[src/rtl/fp_normalizer.sv]
// fp_normalizer: renormalize, round and pack the adder's extended mantissa into binary32.
// Optional macro FP_NORM_ROUND_EN adds the round-to-nearest-even state; without it results truncate.
module fp_normalizer #(
    parameter int NORM_STEP = 4
) (
    input  logic        clk,
    input  logic        rst_n,
    input  logic        in_valid,
    output logic        in_ready,
    input  logic        sign,
    input  logic [7:0]  exp,
    input  logic [27:0] mantis,
    input  logic        loss,
    output logic        out_valid,
    input  logic        out_ready,
    output logic [31:0] result,
    output logic        inexact,
    output logic        overflow
);

`ifdef FP_NORM_ROUND_EN
    typedef enum logic [2:0] {IDLE, NORM, ROUND, PACK, DONE} state_t;
    localparam state_t AFTER_NORM = ROUND;
`else
    typedef enum logic [2:0] {IDLE, NORM, PACK, DONE} state_t;
    localparam state_t AFTER_NORM = PACK;
`endif

    state_t      state;
    logic        sgn_q;
    logic [27:0] man_q;
    logic        sticky_q;
    logic [8:0]  exp_q;
    logic        zero_q;
    logic        special_q;
    logic [4:0]  lz;
    logic [8:0]  step;
    logic        guard;
    logic        tail;

    assign in_ready = (state == IDLE);
    assign guard    = man_q[2];
    assign tail     = man_q[1] | man_q[0] | sticky_q;

    // Distance from the leading one (below bit 26) up to the hidden-bit position.
    always_comb begin
        lz = 5'd0;
        for (int i = 0; i < 26; i++) begin
            if (man_q[i]) lz = 5'(26 - i);
        end
    end

    // Shift at most NORM_STEP per cycle and never take the exponent below 1.
    always_comb begin
        step = {4'd0, lz};
        if (step > 9'(NORM_STEP)) step = 9'(NORM_STEP);
        if (step > exp_q - 9'd1)  step = exp_q - 9'd1;
    end

`ifdef FP_NORM_ROUND_EN
    logic        round_up;
    logic [27:0] man_inc;
    logic        rnd_inexact_q;

    assign round_up = guard & (tail | man_q[3]);
    assign man_inc  = man_q + 28'd8;
`endif

    always_ff @(posedge clk or negedge rst_n) begin
        if (!rst_n) begin
            state     <= IDLE;
            sgn_q     <= 1'b0;
            man_q     <= 28'd0;
            sticky_q  <= 1'b0;
            exp_q     <= 9'd0;
            zero_q    <= 1'b0;
            special_q <= 1'b0;
            out_valid <= 1'b0;
            result    <= 32'd0;
            inexact   <= 1'b0;
            overflow  <= 1'b0;
`ifdef FP_NORM_ROUND_EN
            rnd_inexact_q <= 1'b0;
`endif
        end else begin
            case (state)
                IDLE: begin
                    if (in_valid) begin
                        sgn_q     <= sign;
                        man_q     <= mantis;
                        sticky_q  <= loss;
                        exp_q     <= (exp == 8'd0) ? 9'd1 : {1'b0, exp};
                        zero_q    <= 1'b0;
                        special_q <= (exp == 8'hFF);
                        state     <= (exp == 8'hFF) ? PACK : NORM;
                    end
                end
                NORM: begin
                    if (man_q == 28'd0) begin
                        zero_q <= 1'b1;
                        state  <= PACK;
                    end else if (man_q[27]) begin
                        man_q    <= man_q >> 1;
                        sticky_q <= sticky_q | man_q[0];
                        exp_q    <= exp_q + 9'd1;
                        state    <= AFTER_NORM;
                    end else if (man_q[26] || exp_q == 9'd1) begin
                        state <= AFTER_NORM;
                    end else begin
                        man_q <= man_q << step;
                        exp_q <= exp_q - step;
                        // A step that lands the leading one on bit 26 finishes normalization.
                        if (step == {4'd0, lz}) state <= AFTER_NORM;
                    end
                end
`ifdef FP_NORM_ROUND_EN
                ROUND: begin
                    rnd_inexact_q <= guard | tail;
                    if (round_up) begin
                        if (man_inc[27]) begin
                            man_q <= man_inc >> 1;
                            exp_q <= exp_q + 9'd1;
                        end else begin
                            man_q <= man_inc;
                        end
                    end
                    state <= PACK;
                end
`endif
                PACK: begin
                    overflow <= 1'b0;
                    if (special_q) begin
                        result  <= (man_q[25:3] != 23'd0) ? 32'h7FC0_0000 : {sgn_q, 8'hFF, 23'd0};
                        inexact <= 1'b0;
                    end else if (zero_q) begin
                        result  <= {sgn_q, 31'd0};
                        inexact <= 1'b0;
                    end else if (exp_q >= 9'd255) begin
                        result   <= {sgn_q, 8'hFF, 23'd0};
                        inexact  <= 1'b1;
                        overflow <= 1'b1;
                    end else begin
                        if (exp_q == 9'd1 && !man_q[26]) begin
                            result <= {sgn_q, 8'd0, man_q[25:3]};
                        end else begin
                            result <= {sgn_q, exp_q[7:0], man_q[25:3]};
                        end
`ifdef FP_NORM_ROUND_EN
                        inexact <= rnd_inexact_q;
`else
                        inexact <= guard | tail;
`endif
                    end
                    out_valid <= 1'b1;
                    state     <= DONE;
                end
                DONE: begin
                    if (out_ready) begin
                        out_valid <= 1'b0;
                        state     <= IDLE;
                    end
                end
                default: state <= IDLE;
            endcase
        end
    end

endmodule

[config.mk]
export PLATFORM = sky130hd
export DESIGN_NAME = fp_normalizer
export DESIGN_NICKNAME = d
export VERILOG_FILES = /design/src/rtl/fp_normalizer.sv
export SDC_FILE = /design/constraint.sdc
export NUM_CORES = 1
export LEC_CHECK = 0
export ABC_CLOCK_PERIOD_IN_PS = 5800
export BUFFER_PORTS_ARGS = -buffer_cell sky130_fd_sc_hd__clkbuf_2
export CAP_MARGIN = 0
export CORE_MARGIN = 4
export CORE_UTILIZATION = 35
export CTS_CLUSTER_SIZE = 10
export DETAILED_ROUTE_END_ITERATION = 12
export PLACE_DENSITY = 0.6
export SETUP_SLACK_MARGIN = 0.1
export SYNTH_ARGS = -nofsm -noshare
export SYNTH_HDL_FRONTEND = slang
export SYNTH_SLANG_ARGS = --single-unit
[constraint.sdc]
create_clock -name clk -period 5.8 [get_ports clk]
set_input_delay 0 -clock clk [delete_from_list [all_inputs] [get_ports clk]]
set_output_delay 0 -clock clk [all_outputs]
set_load 0.02 [all_outputs]
==> results of run 1 <==
==> logic make-up after synthesis <==
kind of cell    share of synthesized area [%]
compound gates                           28.8
flops                                    27.2
fa+ha+maj                                3.94
buf+inv                                  8.54
xor+xnor                                 1.83
simple gates                             20.0
mux                                      9.60
other cells                            0.0522
==> cells in the final DEF, fill, tap and decap left out, drive strengths merged, types with 8 or more instances in the layout <==
cell type	synthesis	routed
xnor2	11	11
o221ai	8	8
ha	21	21
clkbuf	61	87
mux2	18	18
o21ai	73	73
buf	25	59
dfrtp	78	78
dlygate4sd3	0	24
mux2i	47	47
a31oi	14	14
a221oi	18	18
nor3	23	23
a21oi	80	80
nand2	103	103
a211oi	15	15
nor4	14	14
nand3	24	24
nand4	11	11
inv	57	57
nor2	70	70
a21o	11	11
o211ai	13	13
and3	11	11
o21bai	10	10
==> layout make-up <==
cell class / instances / area (sq um) / area share [%]
Inverter: 58 / 223 / 2.59
Tap cell: 270 / 338 / 3.93
Timing Repair Buffer: 159 / 1060 / 12.4
Sequential cell: 78 / 1960 / 22.8
Clock buffer: 11 / 233 / 2.71
Clock inverter: 5 / 83.8 / 0.975
Multi-Input combinational cell: 700 / 4700 / 54.7
==> worst max path at each step <==
stage | startpoint | to | slack (ns) | cells after the start
6_report | man_q[8] | exp_q[8] | 0.44 | 25
5_1_grt | man_q[19] | exp_q[8] | 0.13 | 25
4_1_cts | man_q[19] | exp_q[8] | 0.17 | 25
3_5_place_dp | man_q[19] | exp_q[8] | 0.17 | 25
3_3_place_gp | man_q[19] | exp_q[8] | 0.30 | 25
2_1_floorplan | man_q[8] | exp_q[8] | 0.12 | 30
==> worst max-delay path: cells and delay by family, from the launching register on <==
kind                       cells  cell delay (ns)
adders and majority gates      3             0.94
xor gates and xnor gates       1             0.21
and+or+nand+nor                8             1.51
AOI/OAI and AO/OA             11             2.00
DFF                            1             0.47
buffers and inverters          2             0.11
==> timing repair <==
action,in CTS,in global routing
resized for setup,0,20
hold buffers,24,0
endpoints found under the setup margin,0,7
endpoints found under the hold margin,42,0
==> synth_stat cells (all sizes together), types with 21 or more instances <==
cell type / number / area (sq um)
ha: 21 / 263
buf: 25 / 161
mux2i: 47 / 487
nor3: 23 / 115
nand2: 103 / 387
clkbuf: 61 / 229
nor2: 70 / 263
dfrtp: 78 / 1950
inv: 57 / 219
a21oi: 80 / 400
o21ai: 73 / 380
nand3: 24 / 125
==> metal layers <==
layer / vias to the layer above / GRT usage [%] / wire length [um]
met5: - / 0 / 0
met4: 0 / 7.98 / 852
met3: 71 / 4.31 / 2050
met2: 376 / 37.3 / 12500
met1: 3653 / 33.8 / 12100
li1: 3543 / - / -
==> registers in the layout, summed over array words and instances (netlist names) <==
name       flops
man_q         28
overflow       1
special_q      1
sticky_q       1
state          2
sgn_q          1
result        32
exp_q          9
zero_q         1
out_valid      1
inexact        1
==> metrics by stage <==
stage | hold slack, ns | instances | setup slack, ns
global route | 0.0107 | 1281 | 0.128
finish | -0.00189 | 1281 | 0.441
floorplan | -0.296 | 922 | 0.121
CTS | 0.000653 | 1281 | 0.168
global placement | -0.0775 | 1241 | 0.303
detailed placement | -0.0778 | 1241 | 0.169
==> flow_summary_export.csv, run 1 <==
group,metric,value,unit
status,status,"finished with violations",
timing,worstMarginPinSlew,1.26,ns
drt,drtAntennaViolNets,0,
timing,maxSlewViolCount,0,
placed_design,place.gp.congestion,0.995,
die,initial_utilization,35.5,%
worst_setup_path,r2r_start,"man_q[8]",
timing,maxSlewHeadroom,15.4,%
synth,ys_seq_area_share,27.2,%
layout,layout-drive-gt1-share,21.2,%
grt,grt_pass1_vias,7259,
timing,setup_violations,0,
clock_network,path_clk_slew,0.06,ns
status,violations,"negative hold slack",
clock_network,post_cts_buffers,0,
drt,drt-total-wl,27500,um
clock_network,cts_buffers,9,
placed_design,place.port_buffers,77,
layout,fin_util,42.5,%
layout,nets,1070,
clock_network,ctsLongestPathBuffers,2,
worst_setup_path,reg2reg_depth,25,
worst_setup_path,endpoint_kind,"flip-flop",
synth,synthArstFlopShare,100,%
synth,netlist_instances,921,
placed_design,postPlaceCellArea,7980,sq um
layout,diodes,0,
synth,synth.distinct_cells,90,
hold_path,hold_start,"mantis[3]",
drt,drc,0,
die,rows,52,
grt,grt_max_degree,59,
layout,area_growth,19.7,%
worst_setup_path,worstPathArrival,5.58,ns
clock_network,cts.sinks,78,
worst_setup_path,path_class,"reg -> reg",
worst_setup_path,slowest_stage,"or4_1",
grt,grtUsageTotal,24.1,%
die,fp.coreArea,20200,sq um
timing,finalSetupTns,0,ns
worst_setup_path,worst-r2r-setup-slack,0.44,ns
synth,synth_ff_type,"dfrtp_1",
synth,synth_enable_flop_cells,0,
worst_setup_path,max_stage_delay,0.56,ns
drt,vias,7643,
timing,clock.fmax,0.187,GHz
grt,grt_pass1_wl,42700,um
timing,post-route-period-util,92.4,%
job,drv_cap,0,
synth,syn_area,7180,sq um
timing,finalHoldWorstSlack,-0.00189,ns
hold_path,whs_path_depth,3,
drt,first_pass_iters,5,
timing,rsz0062_at_grt,"no",
worst_setup_path,cp_max_fo,9,
synth,yosys_warnings,0,
synth,ys_seq_elements,78,
timing,skew,0.00691,ns
hold_path,min_to,"man_q[3]",
worst_setup_path,start_kind,"flip-flop",
die,die-area,22900,sq um
worst_setup_path,r2r-end,"exp_q[8]",
die,die_w,151,um
placed_design,dp_hpwl,20000,um
drt,wl_per_cell,21.5,um
layout,fill_cells,2103,
layout,final_cell_area,8600,sq um
die,io_pins,78,
clock_network,cts_root_buf,"clkbuf_16",
clock_network,h-tree-depth,3,
timing,hold_viol,2,
synth,avgSynthCellArea,7.80,sq um
timing,fin_crit,5.36,ns
grt,grt_overflow,0,
drt,vias_per_cell,5.97,
grt,antenna_found_initial,0,
drt,drtIter0Drc,694,
clock_network,clkLatencyLatePin,0.35,ns
hold_path,worstHoldPathType,"in -> reg",
clock_network,cts_tree,"yes",
die,die_h,151,um
worst_setup_path,crit_required,6.02,ns
Power of run 1 is left out: the tool's default activity adds up to more than one toggle a clock period on the data nets, which glitch-free logic cannot reach.
==> inputs of run 2 (changes only) <==
- CTS_BUF_LIST: default -> sky130_fd_sc_hd__clkbuf_16
==> run 2 against run 1 <==
  * The run still ends with negative hold slack left
  * Non-clock buffer count is the same
  * Flip-flop and latch count is the same
  * Clock skew shrank 0.0014 ns
  * Wire length shrank 0.19%
  * Final area is the same
  * Die area is the same
  * Sequential share of layout area is the same
  * Critical path type unchanged
  * Highest routed layer unchanged
==> flow_summary_export.csv, run 2 (same netlist as run 1, synthesis figures left out) <==
group,metric,value,unit
clock_network,cts_buffers,9,
clock_network,post_cts_buffers,0,
layout,largest_reg_flops,32,
clock_network,cts_tree,"yes",
timing,hold_viol,2,
status,violations,"negative hold slack",
die,io_pins,78,
grt,grt_max_degree,59,
layout,reg_top3,"result x32, man_q x28, exp_q x9",
clock_network,path_clk_slew,0.06,ns
layout,diodes,0,
drt,drt-total-wl,27500,um
die,die-area,22900,sq um
layout,largest-register,"result",
timing,fin_crit,5.37,ns
grt,grt_overflow,0,
clock_network,cts_root_buf,"clkbuf_16",
layout,nets,1070,
drt,first_pass_iters,5,
drt,vias_per_cell,5.94,
timing,setup_violations,0,
worst_setup_path,worst-r2r-setup-slack,0.43,ns
clock_network,cts.sinks,78,
timing,maxSlewViolCount,0,
placed_design,dp_cells,1241,
worst_setup_path,r2r-end,"exp_q[8]",
job,drv_cap,0,
drt,wl_per_cell,21.5,um
clock_network,clkLatencyLatePin,0.35,ns
grt,grt_pass1_wl,42700,um
drt,drtAntennaViolNets,0,
layout,layout-drive-gt1-share,21.2,%
placed_design,place.gp.congestion,0.995,
grt,antenna_found_initial,0,
drt,drtIter0Drc,691,
layout,layout_common_cells,"nand2_1 (103), a21oi_1 (79), clkbuf_2 (76)",
timing,finalHoldWorstSlack,-0.00583,ns
timing,skew,0.00546,ns
die,die_w,151,um
drt,drc,0,
status,status,"finished with violations",
die,rows,52,
worst_setup_path,r2r_start,"man_q[8]",
grt,grt_pass1_vias,7259,
worst_setup_path,crit_required,6.02,ns
grt,grtUsageTotal,24.1,%
layout,final_common_cell,"nand2_1",
timing,rsz0062_at_grt,"no",
die,initial_utilization,35.5,%
hold_path,worstHoldPathType,"in -> reg",
drt,vias,7605,
die,fp.coreArea,20200,sq um
worst_setup_path,worstPathArrival,5.59,ns
placed_design,place.port_buffers,77,
layout,area_growth,19.7,%
clock_network,h-tree-depth,3,
worst_setup_path,endpoint_kind,"flip-flop",
worst_setup_path,endpoint,"exp_q[8]",
timing,finalSetupTns,0,ns
timing,worstMarginPinSlew,1.22,ns
placed_design,dp_hpwl,20000,um
die,die_h,151,um
timing,clock.fmax,0.186,GHz
worst_setup_path,path_class,"reg -> reg",
worst_setup_path,reg2reg_depth,25,
timing,post-route-period-util,92.6,%
clock_network,ctsLongestPathBuffers,2,
worst_setup_path,start_kind,"flip-flop",
worst_setup_path,crit_path_start,"man_q[8]",
timing,maxSlewHeadroom,18.7,%
layout,layoutNonFillerInstCount,1281,
worst_setup_path,cp_max_fo,9,
## run 2: routing by layer
metal / global-route usage [%] / wire length (um) / vias to the layer above
met5: 0 / 0 / -
li1: - / - / 3537
met1: 33.8 / 12200 / 3634
met4: 7.98 / 850 / 0
met3: 4.31 / 1980 / 73
met2: 37.3 / 12400 / 361
## run 2: cell type report
cell class | instances | area [sq um]
tap | 270 | 338
inverter | 58 | 223
sequential | 78 | 1960
fill | 2103 | 11600
timing repair buffer | 159 | 1060
clock inverter | 7 | 91.3
clock buffer | 9 | 225
multi-input combinational | 700 | 4700
## run 2: worst max-delay path: stages, from the launching register on
cell and delay [ns]:
dfrtp_2 0.47, or4_1 0.56, o221ai_2 0.24, a311o_1 0.24, nand2b_1 0.14, inv_1 0.05
ha_1 0.28, nand3b_1 0.09, a21boi_2 0.20, or2_4 0.20, nand4_1 0.18, a22o_4 0.34
inv_4 0.06, ha_1 0.21, nor2b_1 0.16, fa_1 0.45, a21o_1 0.17, a21oi_1 0.21
o21bai_1 0.11, a21oi_2 0.18, o21bai_1 0.08, a21oi_1 0.18, xor2_1 0.21, nor2_1 0.06
nor2_1 0.12, a31oi_1 0.05
## run 2: how the worst min path moves through the flow
stage	cells past startpoint	end	slack (ns)	start
global route	3	man_q[3]	0.01	mantis[3]
finish	3	man_q[4]	-0.006	mantis[4]
detailed placement	1	result[24]	-0.08	rst_n
CTS	3	man_q[3]	0.0007	mantis[3]
global placement	1	overflow	-0.08	rst_n
floorplan	0	exp_q[0]	-0.30	rst_n
## run 2: per-stage QoR
step / utilization, % / instance area, sq um / setup slack, ns / hold slack (ns)
2_1_floorplan: - / 7190 / 0.121 / -0.296
3_3_place_gp: 39.4 / 7980 / 0.303 / -0.0775
3_5_place_dp: 39.4 / 7980 / 0.169 / -0.0778
4_1_cts: 42.2 / 8530 / 0.168 / 0.000653
5_1_grt: 42.5 / 8600 / 0.128 / 0.0107
6_report: 42.5 / 8600 / 0.431 / -0.00583
## run 2: what timing repair did
item / in CTS / in global routing
hold endpoints to repair: 42 / 0
setup endpoints to repair: 0 / 7
hold buffers: 24 / 0
resized for setup: 0 / 20
Power of run 2 is left out for the same reason.
